--- src/rtl/head_assembler.sv ---
// head_assembler: collects the first HEAD_WIDTH bits of each packet from a
// DATA_WIDTH beat stream and presents them to the parser as one wide head.
// Optional framing-error checking is enabled by defining HEAD_ASM_ERR_CHK_EN.
module head_assembler #(
    parameter int unsigned DATA_WIDTH = 128,
    parameter int unsigned HEAD_WIDTH = 1024
) (
    input  logic                  i_clk,
    input  logic                  i_rst,
    input  logic                  i_data_valid,
    input  logic                  i_data_sop,
    input  logic                  i_data_eop,
    input  logic [DATA_WIDTH-1:0] i_data,
    output logic                  o_data_ready,
    output logic                  o_head_valid,
    output logic [HEAD_WIDTH-1:0] o_head,
    output logic [7:0]            o_head_beats,
    output logic [15:0]           o_err_cnt
);

    localparam int unsigned HEAD_BEATS   = HEAD_WIDTH / DATA_WIDTH;
    localparam logic [7:0]  HEAD_BEATS_B = 8'(HEAD_BEATS);

`ifdef HEAD_ASM_ERR_CHK_EN
    localparam bit ERR_CHK = 1'b1;
`else
    localparam bit ERR_CHK = 1'b0;
`endif

    typedef enum logic [1:0] {
        IDLE,
        COLLECT,
        EMIT,
        DRAIN
    } state_e;

    state_e                  state_q, state_d;
    logic [HEAD_WIDTH-1:0]   buf_q, buf_d;
    logic [HEAD_WIDTH-1:0]   head_q, head_d;
    logic [7:0]              cnt_q, cnt_d;
    logic [7:0]              beats_q, beats_d;
    logic                    eop_q, eop_d;
    logic                    ready_q, ready_d;
    logic [15:0]             err_q, err_d;
    logic                    accept;
    logic                    start;
    logic                    err_inc;

    // State, staging buffer, output head and error counter registers
    always_ff @(posedge i_clk or posedge i_rst) begin
        if (i_rst) begin
            state_q <= IDLE;
            buf_q   <= '0;
            head_q  <= '0;
            cnt_q   <= '0;
            beats_q <= '0;
            eop_q   <= 1'b0;
            ready_q <= 1'b0;
            err_q   <= '0;
        end else begin
            state_q <= state_d;
            buf_q   <= buf_d;
            head_q  <= head_d;
            cnt_q   <= cnt_d;
            beats_q <= beats_d;
            eop_q   <= eop_d;
            ready_q <= ready_d;
            err_q   <= err_d;
        end
    end

    // Next-state, slot capture and error detection
    always_comb begin
        state_d = state_q;
        buf_d   = buf_q;
        head_d  = head_q;
        cnt_d   = cnt_q;
        beats_d = beats_q;
        eop_d   = eop_q;
        start   = 1'b0;
        err_inc = 1'b0;
        accept  = i_data_valid && ready_q;

        case (state_q)
            IDLE: begin
                if (accept) begin
                    if (i_data_sop) start = 1'b1;
                    else            err_inc = ERR_CHK;
                end
            end
            COLLECT: begin
                if (accept) begin
                    if (ERR_CHK && i_data_sop) begin
                        err_inc = 1'b1;
                        start   = 1'b1;
                    end else begin
                        for (int unsigned k = 0; k < HEAD_BEATS; k++) begin
                            if (8'(k) == cnt_q)
                                buf_d[HEAD_WIDTH-1-k*DATA_WIDTH -: DATA_WIDTH] = i_data;
                        end
                        cnt_d = cnt_q + 8'd1;
                        if (i_data_eop || cnt_d == HEAD_BEATS_B) begin
                            state_d = EMIT;
                            eop_d   = i_data_eop;
                        end
                    end
                end
            end
            EMIT: begin
                state_d = eop_q ? IDLE : DRAIN;
            end
            DRAIN: begin
                if (accept) begin
                    if (ERR_CHK && i_data_sop) begin
                        err_inc = 1'b1;
                        start   = 1'b1;
                    end else if (i_data_eop) begin
                        state_d = IDLE;
                    end
                end
            end
            default: state_d = IDLE;
        endcase

        // Shared capture start: sop beat in IDLE, or a restart on a stray sop
        if (start) begin
            buf_d = '0;
            buf_d[HEAD_WIDTH-1 -: DATA_WIDTH] = i_data;
            cnt_d = 8'd1;
            if (i_data_eop || HEAD_BEATS == 1) begin
                state_d = EMIT;
                eop_d   = i_data_eop;
            end else begin
                state_d = COLLECT;
            end
        end

        // o_head is a separate register loaded only on completion, so it keeps
        // the previous head while the next one is being staged in buf_q
        if (state_d == EMIT) begin
            head_d  = buf_d;
            beats_d = cnt_d;
        end

        ready_d = (state_d != EMIT);
        err_d   = (err_inc && err_q != 16'hFFFF) ? err_q + 16'd1 : err_q;
    end

    assign o_data_ready = ready_q;
    assign o_head_valid = (state_q == EMIT);
    assign o_head       = head_q;
    assign o_head_beats = beats_q;
    assign o_err_cnt    = err_q;

endmodule

--- config.mk ---
export PLATFORM = sky130hd
export DESIGN_NAME = head_assembler
export DESIGN_NICKNAME = d
export VERILOG_FILES = /design/src/rtl/head_assembler.sv
export SDC_FILE = /design/constraint.sdc
export NUM_CORES = 2
export LEC_CHECK = 0
export ABC_AREA = 1
export ABC_CLOCK_PERIOD_IN_PS = 87300
export CORE_MARGIN = 5
export CORE_UTILIZATION = 30
export CTS_CLUSTER_DIAMETER = 120
export DETAILED_ROUTE_END_ITERATION = 10
export SETUP_SLACK_MARGIN = 0.02
export SKIP_LAST_GASP = 1
export SYNTH_ARGS = -nofsm -noshare
export SYNTH_HDL_FRONTEND = slang
export SYNTH_SLANG_ARGS = --single-unit
--- constraint.sdc ---
create_clock -name i_clk -period 87.3 [get_ports i_clk]
set_input_delay 17.46 -clock i_clk [delete_from_list [all_inputs] [get_ports i_clk]]
set_output_delay 17.46 -clock i_clk [all_outputs]
set_load 0.03 [all_outputs]
; ---- Yosys cells after proc, flatten, opt, wreduce, memory -nomap -nowiden
; Cells that the tools add are included.
[word_totals]
in_bits = 133
reg_bits = 2068
output_inout_bits = 1050
[classes]
n_addsub = 1
muxes = 30
n_eq_ne = 13
n_reduce_logical = 4
[ops]
columns = op, count
row1 = $mux W1024, 3
row2 = $mux W128, 8
row3 = $eq A3 B8 Y1 const A, 4
row4 = $mux W8, 3
row5 = $eq A2 B8 Y1 const A, 2
row6 = $mux W2, 7
row7 = $add A8 B1 Y8 const B, 1
row8 = $eq A1 B8 Y1 const A, 1
row9 = $eq A8 B4 Y1 const B, 1
row10 = $logic_not A8 Y1, 1
row11 = $mux W1, 8
row12 = $eq A2 B2 Y1 const B, 3
row13 = $pmux W2 S3, 1
row14 = $eq A2 B1 Y1 const B, 1
row15 = $logic_not A2 Y1, 1
row16 = $ne A2 B2 Y1 const B, 1
row17 = $logic_and A1 B1 Y1, 1
row18 = $logic_or A1 B1 Y1, 1

; ---- Longest topological paths before layout
[depth]
ltp_word = 8
mapped_depth = 17

; ---- Worst setup path after synthesis
; OpenSTA, ideal clock, no wires.
[synth_timing]
path_type = in2reg
startpoint = input port i_data_valid
endpoint = register head_q[1015], in the netlist o_head[1015]
required_ns = 87.182
path_stages = 9
setup_slack_ns = 68.223
path_buffers = 2
t_arrival_ns = 18.959
setup_time_ns = 0.118
cell_sequence = nand2_1 > nor2_4 > nand2_1 > o31ai_2 > clkbuf_1 > buf_1 > a21oi_1 > nand3_1 > nand2_1
[synth_lines]
columns = element, line
row1 = from (decl), 10  ; input logic i_data_valid,
row2 = $logic_and A1 B1 Y1 (*), 82  ; accept = i_data_valid && ready_q;
row3 = $mux W1024 / $mux W1 (equally long branches), "92, 86"
row4 = $mux W1024 / $mux W1 (equally long branches), 84  ; case (state_q)
row5 = $mux W1024 (*), 126  ; if (start) begin
row6 = named net buf_d[1015], 38  ; logic [HEAD_WIDTH-1:0] buf_q, buf_d;
row7 = to (signal assigned), 54  ; head_q <= '0;
row8 = to (signal assigned), 63  ; head_q <= head_d;
row9 = to (decl), 39  ; logic [HEAD_WIDTH-1:0] head_q, head_d;
; The timed path passes the listed nets; every way through them passes the cells marked *.
; A chain may end at the register's enable or synchronous reset.

; ---- Final worst setup path
[layout_timing]
startpoint = input port i_data_valid
endpoint = register head_q[98], in the netlist o_head[98]
[layout_between]
elab_chain_cells = 5
[layout_rtl]
columns = element, line
row1 = $logic_and A1 B1 Y1 (*), 82
row2 = $mux W2 (tied with other cells), 113  ; if (accept) begin
row3 = $pmux W2 S3 / $mux W1 (equally long branches), 84
row4 = $mux W2, 126
row5 = $eq A2 B2 Y1, 140  ; if (state_d == EMIT) begin
; Every way passes the cells marked *; elsewhere a longest branch is shown, timed or not.

==> results.cfg <==
[status]
outcome = finished, final reports clean

[power_and_ir_drop]
power_density_nw_per_um2 = 33.7
p_leak_nw = 49.6
ir_worst_vdd_uv = 31.0

[synth]
mappedNetlistArea_um2 = 80600
ys_types = 29
synth_top_area_frac = 0.642
synth_flop_cell = dfrtp_1
synth-seq-cells = 2068
syn_inst = 8797
synth.most_common_cell = nand2_1
yosysWarnings = 0
netlist_top_cells_count = 3120 x nand2_1, 2068 x dfrtp_1, 1041 x nand3_1
syn_avg_cell_area_um2 = 9.16
synth_seq_area_share = 0.642
synth_top_cell_by_area = dfrtp_1
async_reset_ff_frac = 1.00
synth_edf_count = 0
ys_top_cells_by_area = dfrtp_1 64%, nand2_1 15%, nand3_1 6.5%

[critical_path]
crit_path_frequent_cell = buf_4
crit_start = i_data_valid
slowest_delay_ns = 0.94
cp-start-kind = input port
cp-end-kind = flop
rr_startpoint = o_data_ready
critPathSlowestCell = buf_4
crit_chain = clkdlybuf4s50_1 -> nand2_1 -> inv_1 -> nand3_4 -> inv_8 -> nand2_1 -> nand3_4 -> buf_4 -> buf_4 -> buf_4 -> buf_4 -> buf_4 -> nand3_1 -> nand2_1
cp_max_fo = 114
path_class = input port to flop
cp.arrival_ns = 25.36
worstPathRequired_ns = 88.09

[sta]
final.hold.worst_slack_ns = 0.466
maxSlewViolCount = 0
setup_viol = 0
period_needed_ns = 24.57
fmax_mhz = 40.7
hold_viol = 0
skew_ns = 0.0533
slew_headroom = 0.151
timing.setup.tns_ns = 0
grt_setup_unrepaired = no
tightestPinTransition_ns = 1.27
period_share = 0.281

[routing]
drt.antenna.violating_nets = 0
dr.pass1.iters = 8
vias = 67700
via_per_inst = 5.07
wirelength_um = 303000
post-route-drc-count = 0
routedWlPerCell_um = 22.7
drt-initial-drc-count = 6936

[grt]
grt.total_usage = 0.209
grt.overflow.total = 0
grt_pass1_vias = 66300
grt_pass1_wl_um = 447000
antenna_found_initial = 3
grt_start_max_net_pins = 209

[clock_network]
cts_hold_buf = 0
path_clk_slew_ns = 0.07
clk_latency_ns = 0.87
cts_root_buf = clkbuf_16
cts_setup_buffers = 0
max-clock-path-buffers = 3
cts_sinks = 2068
htree_levels = 4
cts_resized = 0
cts_buffers = 217
cts_tree = built

[die]
start_util = 0.301
fp.dieW_um = 528
die_h_um = 528
fp-row-count = 190
coreArea_um2 = 268000
die_area_um2 = 279000
io_pins = 1183

[placement]
hpwl_um = 197000
gp_congestion = 0.862
numPortBuffers = 1166

[final_layout]
final_net_count = 9745
fillers = 26500
multi_input_area_um2 = 25400
seq_area_um2 = 51700
syn2layout_area_growth_pct = 27.1
layout-drive-gt1-share = 0.0497

[worst_hold_path]
hold_path_class = flop to flop
min_from = o_head[669]

[flow_run]
maxCapViolCount = 0
==> placed cells by master (no fill, tap or decap), types with 3 or more instances in the layout <==
cell type,instances
clkbuf_16,222
clkinv_2,37
bufinv_16,22
a21oi_1,1030
nand3_4,3
nand2_1,3116
ha_1,4
inv_8,5
clkinvlp_4,9
buf_4,99
clkbuf_1,42
buf_12,10
clkdlybuf4s50_1,1166
o21ai_0,392
dfrtp_1,2068
conb_1,16
inv_6,4
inv_16,3
inv_1,148
nor3_2,4
nand3_1,1039
nand2_4,4
clkinv_16,5
nor2_1,271
diode_2,6
clkbuf_8,48
==> final cells by class <==
| class | instances | share of cell area |
|---|---|---|
| Sequential cell | 2068 | 0.505 |
| Tap cell | 3552 | 0.0434 |
| Antenna cell | 6 | 0.000147 |
| Clock inverter | 84 | 0.0118 |
| Multi-Input combinational cell | 5891 | 0.248 |
| Timing Repair Buffer | 1275 | 0.123 |
| Inverter | 155 | 0.00602 |
| Clock buffer | 312 | 0.0622 |
==> registers in the layout, summed over array words and instances, names as in the netlist <==
signal / count
o_head_beats: 8
o_data_ready: 1
cnt_q: 8
o_head: 1024
eop_q: 1
state_q: 2
buf_q: 1024
==> logic make-up after synthesis <==
kind of cell	synth area share
flip-flops	0.642
buffers and inverters	0.0448
AO/OA/AOI/OAI	0.0891
adder cells (fa/ha/maj)	0.000621
AND/OR/NAND/NOR	0.223
other	0.0000465
XOR/XNOR	0.000109
==> critical path: cells and delay by family <==
family / cells / cell delay (ns)
buffers and inverters: 8 / 5.42
AND/OR/NAND/NOR: 6 / 2.08
==> path summary, 6_finish.rpt <==
| path | end | slack (ns) | cells past startpoint |
|---|---|---|---|
| worst max register to register | o_head[98] | 79.43 | 13 |
| max in group asynchronous | o_head[314] | 63.71 | 9 |
| min in group asynchronous | o_head[268] | 17.16 | 2 |
| worst max-delay path | o_head[98] | 62.73 | 14 |
| worst min register to register | o_head[669] | 0.47 | 2 |
| worst min-delay path | o_head[669] | 0.47 | 2 |
==> stage by stage <==
stage / instance area (um^2) / utilization / std cells / power, mW / setup slack (ns)
4_1_cts: 102000 / 0.383 / 13300 / 3.46 / 63.05
3_5_place_dp: 94800 / 0.354 / 12900 / 2.48 / 62.10
2_1_floorplan: 80700 / - / 8812 / 2.00 / 11.42
6_report: 102000 / 0.383 / 13300 / 3.45 / 62.73
3_3_place_gp: 94800 / 0.354 / 12900 / 2.46 / 62.26
5_1_grt: 102000 / 0.383 / 13300 / 3.60 / 62.39
==> per-layer routing <==
| layer | track usage | vias up | wire length [um] |
|---|---|---|---|
| met5 | 0 | - | 0 |
| met4 | 0.0877 | 0 | 13600 |
| met3 | 0.0534 | 489 | 28000 |
| met2 | 0.307 | 3106 | 130000 |
| met1 | 0.293 | 34000 | 131000 |
| li1 | - | 30100 | - |
==> where the power goes <==
part	total [mW]	leakage [nW]	switching, mW	internal (mW)
clock	0.979	3.72	0.406	0.573
combinational	1.19	17.7	0.858	0.331
sequential	1.28	28.2	0.121	1.16
total	3.45	49.6	1.39	2.06
Power figures use the tool's default switching activity.
